`config.mk`:
```
export PLATFORM = sky130hd
export DESIGN_NAME = ysyx_040066_icache_flat
export DESIGN_NICKNAME = d
export VERILOG_FILES = /design/src/rtl/ysyx_040066_icache_if.sv /design/src/rtl/ysyx_040066_icache.sv /design/src/flat_wrapper.sv
export SDC_FILE = /design/constraint.sdc
export NUM_CORES = 2
export LEC_CHECK = 0
export BUFFER_PORTS_ARGS = -buffer_cell sky130_fd_sc_hd__buf_4
export CORE_AREA = 2 2 548 550
export DETAILED_ROUTE_END_ITERATION = 8
export DIE_AREA = 0 0 550 552
export PLACE_DENSITY = 0.58
export SYNTH_ARGS = -nofsm -noshare
export SYNTH_HDL_FRONTEND = slang
export SYNTH_SLANG_ARGS = --single-unit
```
`constraint.sdc`:
```
create_clock -name clk -period 6.1 [get_ports clk]
set_input_delay 0.305 -clock clk [delete_from_list [all_inputs] [get_ports clk]]
set_output_delay 0.305 -clock clk [all_outputs]
set_load 0.03 [all_outputs]
```
`src/rtl/ysyx_040066_icache_if.sv`:
```
// IFU fetch handshake plus AXI-bridge ins_* read channel of the icache.
// master = the cache; slave = its surroundings (IFU, bridge).
interface ysyx_040066_icache_if;
  logic        fetch_req;
  logic [63:0] fetch_addr;
  logic        fetch_done;
  logic [31:0] fetch_rdata;
  logic        fetch_err;
  logic        flush;
  logic        ins_req;
  logic        ins_burst;
  logic [63:0] ins_addr;
  logic        ins_ready;
  logic        ins_last;
  logic        ins_err;
  logic [63:0] ins_data;

  modport master (
    input  fetch_req, fetch_addr, flush, ins_ready, ins_last, ins_err, ins_data,
    output fetch_done, fetch_rdata, fetch_err, ins_req, ins_burst, ins_addr
  );
  modport slave (
    output fetch_req, fetch_addr, flush, ins_ready, ins_last, ins_err, ins_data,
    input  fetch_done, fetch_rdata, fetch_err, ins_req, ins_burst, ins_addr
  );
endinterface

```
`src/rtl/ysyx_040066_icache.sv`:
```
// Direct-mapped 64x64B instruction cache; data in 4 external 128-bit SRAMs, tags/valid in flops.
// Optional flush support: define YSYX_040066_ICACHE_FLUSH_EN.
module ysyx_040066_icache (
  input  logic                  clk,
  input  logic                  rst,
  ysyx_040066_icache_if.master  bus,
  output logic [5:0]            ram_A,
  output logic                  ram_WEN,
  output logic [127:0]          ram_BWEN,
  output logic [3:0][127:0]     ram_D,
  input  logic [3:0][127:0]     ram_Q
);
  localparam int SETS  = 64;
  localparam int TAG_W = 20;

  typedef enum logic [2:0] {IDLE, LOOKUP, REFILL, WRITE, UNCACHED} state_t;

  state_t             state;
  logic [63:0]        addr_q;
  logic [SETS-1:0]    valid;
  logic [TAG_W-1:0]   tags [SETS];
  logic [511:0]       line_q;
  logic [2:0]         beat;
  logic               err_q;
  logic               flush_now;

  logic [5:0]         idx;
  logic [TAG_W-1:0]   tag_a;
  logic               misal, uncached, hit, last_beat;

  assign idx       = addr_q[11:6];
  assign tag_a     = addr_q[31:12];
  assign misal     = |addr_q[1:0];
  assign uncached  = ~addr_q[31];
  assign hit       = valid[idx] && (tags[idx] == tag_a);
  assign last_beat = bus.ins_ready && bus.ins_last;
  assign ram_D     = line_q;

`ifdef YSYX_040066_ICACHE_FLUSH_EN
  logic flush_pend;
  assign flush_now = (state == IDLE) && (bus.flush || flush_pend);

  // A flush seen mid-transaction waits for the next IDLE cycle.
  always_ff @(posedge clk) begin
    if (rst)                 flush_pend <= 1'b0;
    else if (state == IDLE)  flush_pend <= 1'b0;
    else if (bus.flush)      flush_pend <= 1'b1;
  end
`else
  logic unused_flush;
  assign unused_flush = bus.flush;
  assign flush_now    = 1'b0;
`endif

  always_ff @(posedge clk) begin
    if (rst) begin
      state  <= IDLE;
      valid  <= '0;
      addr_q <= '0;
      beat   <= '0;
      err_q  <= 1'b0;
    end else begin
      case (state)
        IDLE: begin
          if (flush_now) valid <= '0;
          else if (bus.fetch_req) begin
            addr_q <= bus.fetch_addr;
            state  <= LOOKUP;
          end
        end
        LOOKUP: begin
          if (misal)         state <= IDLE;
          else if (uncached) state <= UNCACHED;
          else if (hit)      state <= IDLE;
          else begin
            state <= REFILL;
            beat  <= '0;
            err_q <= 1'b0;
          end
        end
        REFILL: begin
          if (bus.ins_ready) begin
            // Index saturates at 7 so an over-long burst cannot wrap onto beat 0.
            line_q[{beat, 6'b0} +: 64] <= bus.ins_data;
            if (beat != 3'd7) beat <= beat + 3'd1;
            if (bus.ins_err)  err_q <= 1'b1;
            if (bus.ins_last) state <= (err_q || bus.ins_err) ? IDLE : WRITE;
          end
        end
        WRITE: begin
          valid[idx] <= 1'b1;
          tags[idx]  <= tag_a;
          state      <= IDLE;
        end
        UNCACHED: if (bus.ins_ready) state <= IDLE;
        default:  state <= IDLE;
      endcase
    end
  end

  always_comb begin
    bus.fetch_done  = 1'b0;
    bus.fetch_err   = 1'b0;
    bus.fetch_rdata = '0;
    bus.ins_req     = 1'b0;
    bus.ins_burst   = 1'b0;
    bus.ins_addr    = '0;
    ram_A           = idx;
    ram_WEN         = 1'b1;
    ram_BWEN        = '1;
    case (state)
      IDLE: ram_A = bus.fetch_addr[11:6];
      LOOKUP: begin
        if (misal) begin
          bus.fetch_done = 1'b1;
          bus.fetch_err  = 1'b1;
        end else if (!uncached && hit) begin
          bus.fetch_done  = 1'b1;
          bus.fetch_rdata = ram_Q[addr_q[5:4]][{addr_q[3:2], 5'b0} +: 32];
        end
      end
      REFILL: begin
        bus.ins_req   = 1'b1;
        bus.ins_burst = 1'b1;
        bus.ins_addr  = {addr_q[63:6], 6'b0};
        if (last_beat && (err_q || bus.ins_err)) begin
          bus.fetch_done = 1'b1;
          bus.fetch_err  = 1'b1;
        end
      end
      WRITE: begin
        ram_WEN         = 1'b0;
        ram_BWEN        = '0;
        bus.fetch_done  = 1'b1;
        // SRAM still holds the old line this cycle; answer from the buffer.
        bus.fetch_rdata = line_q[{addr_q[5:2], 5'b0} +: 32];
      end
      UNCACHED: begin
        bus.ins_req  = 1'b1;
        bus.ins_addr = addr_q;
        if (bus.ins_ready) begin
          bus.fetch_done  = 1'b1;
          bus.fetch_err   = bus.ins_err;
          bus.fetch_rdata = addr_q[2] ? bus.ins_data[63:32] : bus.ins_data[31:0];
        end
      end
      default: ;
    endcase
    if (rst) bus.fetch_done = 1'b0;
  end
endmodule

```
`src/flat_wrapper.sv`:
```
// flat-port wrapper written by rule: the top's interface ports become plain ports
module ysyx_040066_icache_flat 
  (clk, rst, ram_A, ram_WEN, ram_BWEN, ram_D, ram_Q, bus_fetch_req, bus_fetch_addr, bus_flush, bus_ins_ready, bus_ins_last, bus_ins_err, bus_ins_data, bus_fetch_done, bus_fetch_rdata, bus_fetch_err, bus_ins_req, bus_ins_burst, bus_ins_addr);
  ysyx_040066_icache_if bus_i ();
  input  logic clk;
  input  logic rst;
  output logic [5:0] ram_A;
  output logic ram_WEN;
  output logic [127:0] ram_BWEN;
  output logic [3:0][127:0] ram_D;
  input  logic [3:0][127:0] ram_Q;
  input wire logic [$bits(bus_i.fetch_req)-1:0] bus_fetch_req;
  input wire logic [$bits(bus_i.fetch_addr)-1:0] bus_fetch_addr;
  input wire logic [$bits(bus_i.flush)-1:0] bus_flush;
  input wire logic [$bits(bus_i.ins_ready)-1:0] bus_ins_ready;
  input wire logic [$bits(bus_i.ins_last)-1:0] bus_ins_last;
  input wire logic [$bits(bus_i.ins_err)-1:0] bus_ins_err;
  input wire logic [$bits(bus_i.ins_data)-1:0] bus_ins_data;
  output wire logic [$bits(bus_i.fetch_done)-1:0] bus_fetch_done;
  output wire logic [$bits(bus_i.fetch_rdata)-1:0] bus_fetch_rdata;
  output wire logic [$bits(bus_i.fetch_err)-1:0] bus_fetch_err;
  output wire logic [$bits(bus_i.ins_req)-1:0] bus_ins_req;
  output wire logic [$bits(bus_i.ins_burst)-1:0] bus_ins_burst;
  output wire logic [$bits(bus_i.ins_addr)-1:0] bus_ins_addr;
  assign bus_i.fetch_req = bus_fetch_req;
  assign bus_i.fetch_addr = bus_fetch_addr;
  assign bus_i.flush = bus_flush;
  assign bus_i.ins_ready = bus_ins_ready;
  assign bus_i.ins_last = bus_ins_last;
  assign bus_i.ins_err = bus_ins_err;
  assign bus_i.ins_data = bus_ins_data;
  assign bus_fetch_done = bus_i.fetch_done;
  assign bus_fetch_rdata = bus_i.fetch_rdata;
  assign bus_fetch_err = bus_i.fetch_err;
  assign bus_ins_req = bus_i.ins_req;
  assign bus_ins_burst = bus_i.ins_burst;
  assign bus_ins_addr = bus_i.ins_addr;
  ysyx_040066_icache u_core (.clk(clk), .rst(rst), .bus(bus_i), .ram_A(ram_A), .ram_WEN(ram_WEN), .ram_BWEN(ram_BWEN), .ram_D(ram_D), .ram_Q(ram_Q));
endmodule
```
==> flow_summary.toml <==
[outcome]
status = "finished, violations left"
violations = "setup timing"

[power]
powerDensity_nw_per_um2 = 350
p_leak_nw = 37.7
total_power_mw = 37.9
ir_drop_v = 0.000295

[global_routing]
grt_max_degree = 128
met3_usage_pct = 7.81
met2_usage_pct = 43.1
grt_use_met1_pct = 32.8
grt_pass1_vias = 52648
grt_use_total_pct = 27.9
grt_pass1_wl_um = 552000
grt.busiest_layer = "met2"
globalRouteOverflowTotal = 0
antenna_found_initial = 155

[worst_setup_path]
critPathMaxStageDelay_ps = 910
crit_slowest_cell = "nor3_1"
path_cells = "nand2b_1 > o22ai_1 > nor3_1 > nor4_2 > xnor2_1 > or4_4 > nor4_4 > nand4_2 > buf_12 > o21ai_2 > buf_4"
worstSetupEndpointType = "output pin"
r2r_end = "u_core.err_q$_SDFFE_PP0P_"
cp.arrival_ps = 5860
r2r_slack_ps = 950
start_kind = "flip-flop"
criticalPathCategory = "flip-flop to output pin"
critPathMaxFanout = 32
crit_required_ps = 5790
r2r_cells = 12

[placed_design]
placed_cells = 9775
numPortBuffers = 1392
pre_cts_slack_ps = 566
place_congestion = 0.990
dp_hpwl_um = 326000

[clock_tree]
clk_pin_slew_ps = 60
numCtsBuffers = 208
cts_num_sinks = 1933
clk_path_buf_depth = 4
cts-root-buf = "clkbuf_16"
htree_levels = 4
clock_latency_ps = 930
tritoncts = "done"

[yosys]
yosysWarnings = 0
synth_cell_types = 77
ys_dominant_reg_cell = "edfxtp_1"
synth_area_per_cell_um2 = 17.8
synth_async_sr_flop_share_pct = 0
synthesis.nets = 5370
synth_edf_count = 1792
yosysSeqAreaShare_pct = 67.6
synth_seq_cells = 1933
syn_area_um2 = 83800
syn_inst = 4719

[detailed_routing]
wl_per_cell_um = 41.0
dr.first_iter.drc_count = 7897
drc = 0
drt_first_pass_iters = 8
vias_per_cell = 5.26
wirelength_um = 438000
antenna_left = 0
vias = 56170

[die]
start_util_pct = 28.1
num_rows = 201
io_pins = 1394
die_x_um = 550
die_h_um = 552
dieArea_um2 = 304000
coreArea_um2 = 298000

[flow_run]
cap_violations = 0

[finish]
syn2layout_area_growth_pct = 29.2
final_nets = 6832
instances_no_fill = 10679
nFillCells = 28202
drive_gt1_share_pct = 42.4

[min_path]
hold_path_depth = 4
hold_end = "u_core.addr_q[37]$_SDFFE_PP0P_"
min_path_type = "input port to flip-flop"
hp-start = "bus_fetch_addr[37]"

[timing]
final.min_clock_period_ps = 6160
fmax_ghz = 0.162
worst_pin_slew_ps = 1460
tns_ps = -61.9
worst_slack_ps = -61.9
slew_viol_final = 0
period_share_pct = 101
finClkSkew_ps = 129
hold_viol = 0
setup_viol = 1
rsz0062_at_grt = "false"
relSlewSlack_pct = 2.45
fin_hold_ws_ps = 239
==> worst max path at each step <==
stage / startpoint / to / cells past startpoint
6_report: flip-flop / bus_fetch_rdata[18] / 11
5_1_grt: flip-flop / bus_fetch_done / 11
4_1_cts: flip-flop / bus_fetch_done / 12
3_5_place_dp: flip-flop / bus_fetch_rdata[18] / 12
3_3_place_gp: flip-flop / bus_fetch_rdata[18] / 12
2_1_floorplan: u_core.state[2]$_SDFFE_PP0P_ / u_core.tags[9][0]$_DFFE_PP_ / 8
==> per-layer routing <==
metal | routed length (µm) | vias to the layer above
met5 | 230 | -
met4 | 37900 | 32
met3 | 42700 | 683
met2 | 202000 | 3657
met1 | 155000 | 29801
li1 | - | 21997
==> power by group <==
group	switching [mW]	leakage, nW	internal [mW]
combinational	5.86	15.9	3.40
sequential	0.482	18.4	15.1
clock	5.46	3.32	7.52
total	11.8	37.7	26.1
==> stage by stage <==
step           util, %  area [µm²]
3_3_place_gp      33.2       98900
6_report          36.3      108000
2_1_floorplan        -       83800
3_5_place_dp      33.2       98900
4_1_cts           35.9      107000
5_1_grt           36.2      108000
==> flip-flops by register name, indices dropped and copies added, names as in the netlist, named ones only <==
register	count
u_core.tags	1280
u_core.state	3
u_core.valid	64
u_core.addr_q	64
u_core.ram_D	512
u_core.beat	3
u_core.err_q	1
==> cell usage after synthesis (3+ instances only) <==
| library cell | count | area share (%) |
|---|---|---|
| a21oi_1 | 127 | 0.76 |
| nor4_1 | 9 | 0.067 |
| a31oi_1 | 10 | 0.075 |
| nand3b_1 | 6 | 0.054 |
| buf_4 | 155 | 1.4 |
| xnor2_1 | 9 | 0.094 |
| nand2_1 | 193 | 0.86 |
| nand3_1 | 19 | 0.11 |
| mux4_2 | 654 | 18 |
| nand4_1 | 5 | 0.037 |
| o221ai_1 | 12 | 0.13 |
| or2_2 | 5 | 0.037 |
| nor2b_1 | 72 | 0.54 |
| ha_1 | 4 | 0.060 |
| nor3_1 | 20 | 0.12 |
| inv_1 | 114 | 0.51 |
| or3_1 | 4 | 0.030 |
| xor2_1 | 7 | 0.073 |
| dfxtp_1 | 141 | 3.4 |
| nor3b_1 | 5 | 0.045 |
| o21ai_0 | 14 | 0.084 |
| o211ai_1 | 5 | 0.045 |
| and3_1 | 79 | 0.59 |
| nand2b_1 | 13 | 0.097 |
| o41ai_1 | 4 | 0.042 |
| clkbuf_1 | 210 | 0.94 |
| buf_6 | 10 | 0.13 |
| a22oi_1 | 38 | 0.34 |
| buf_2 | 44 | 0.26 |
| a2111oi_0 | 8 | 0.084 |
| a221oi_1 | 10 | 0.10 |
| a21o_1 | 4 | 0.036 |
| a221o_1 | 4 | 0.048 |
| mux2_2 | 22 | 0.30 |
| a211oi_1 | 11 | 0.099 |
| nor2_1 | 127 | 0.57 |
| o22ai_1 | 84 | 0.63 |
| buf_1 | 37 | 0.17 |
| o32ai_1 | 3 | 0.031 |
| mux2i_1 | 94 | 1.1 |
| o21ai_1 | 32 | 0.19 |
| and2_1 | 461 | 3.4 |
| edfxtp_1 | 1792 | 64 |
==> worst max-delay path, delay by kind of cell, from the launching register on <==
| kind | cells | cell delay [ps] |
|---|---|---|
| buffers and inverters | 2 | 490 |
| AO/OA/AOI/OAI | 2 | 700 |
| flip-flops | 1 | 780 |
| XOR/XNOR | 1 | 220 |
| AND/OR/NAND/NOR | 6 | 2700 |
==> final cells by class <==
| cell class | instances | area (µm²) | area share [%] |
|---|---|---|---|
| sequential | 1933 | 56700 | 52.4 |
| multi-input combinational | 2214 | 24900 | 23.0 |
| timing repair buffer | 1709 | 13500 | 12.4 |
| clock buffer | 261 | 5540 | 5.12 |
| tap | 3958 | 4950 | 4.58 |
| clock inverter | 108 | 1280 | 1.18 |
| antenna | 381 | 953 | 0.881 |
| inverter | 115 | 432 | 0.399 |
==> what timing repair did <==
| action | in CTS | in global routing |
|---|---|---|
| hold endpoints to repair | 589 | 0 |
| resized for setup | 2 | 3 |
| pin swaps | 0 | 0 |
| setup endpoints to repair | 4 | 5 |
| hold buffers | 141 | 0 |
| buffers inserted | 1 | 12 |
==> cells by family after synthesis <==
group           Yosys count  synth area share [%]
compound gates          389                  2.95
xor+xnor                 16                 0.167
fa+ha+maj                 4                0.0597
buf+inv                 572                  3.41
flops                  1933                  67.6
mux                     770                  19.0
simple gates           1035                  6.82
==> layout by cell type (no fill, tap or decap), drive strengths merged, types with 11 or more instances in the layout <==
cell / Yosys / layout
mux4: 654 / 654
inv: 114 / 121
a21oi: 127 / 127
nor2: 127 / 127
clkinv: 1 / 69
a22oi: 38 / 38
dfxtp: 141 / 141
bufinv: 0 / 26
nor4: 12 / 12
nor3: 20 / 20
o21ai: 46 / 46
clkbuf: 211 / 261
edfxtp: 1792 / 1792
and3: 79 / 79
a211oi: 11 / 11
nand3: 19 / 19
o22ai: 84 / 84
diode: 0 / 381
nand2b: 13 / 13
dlygate4sd3: 0 / 141
nand2: 193 / 193
mux2i: 94 / 94
buf: 246 / 1568
and2: 461 / 461
nor2b: 72 / 72
mux2: 22 / 22
o221ai: 12 / 12
No activity file was read; power rests on OpenSTA's default activity.
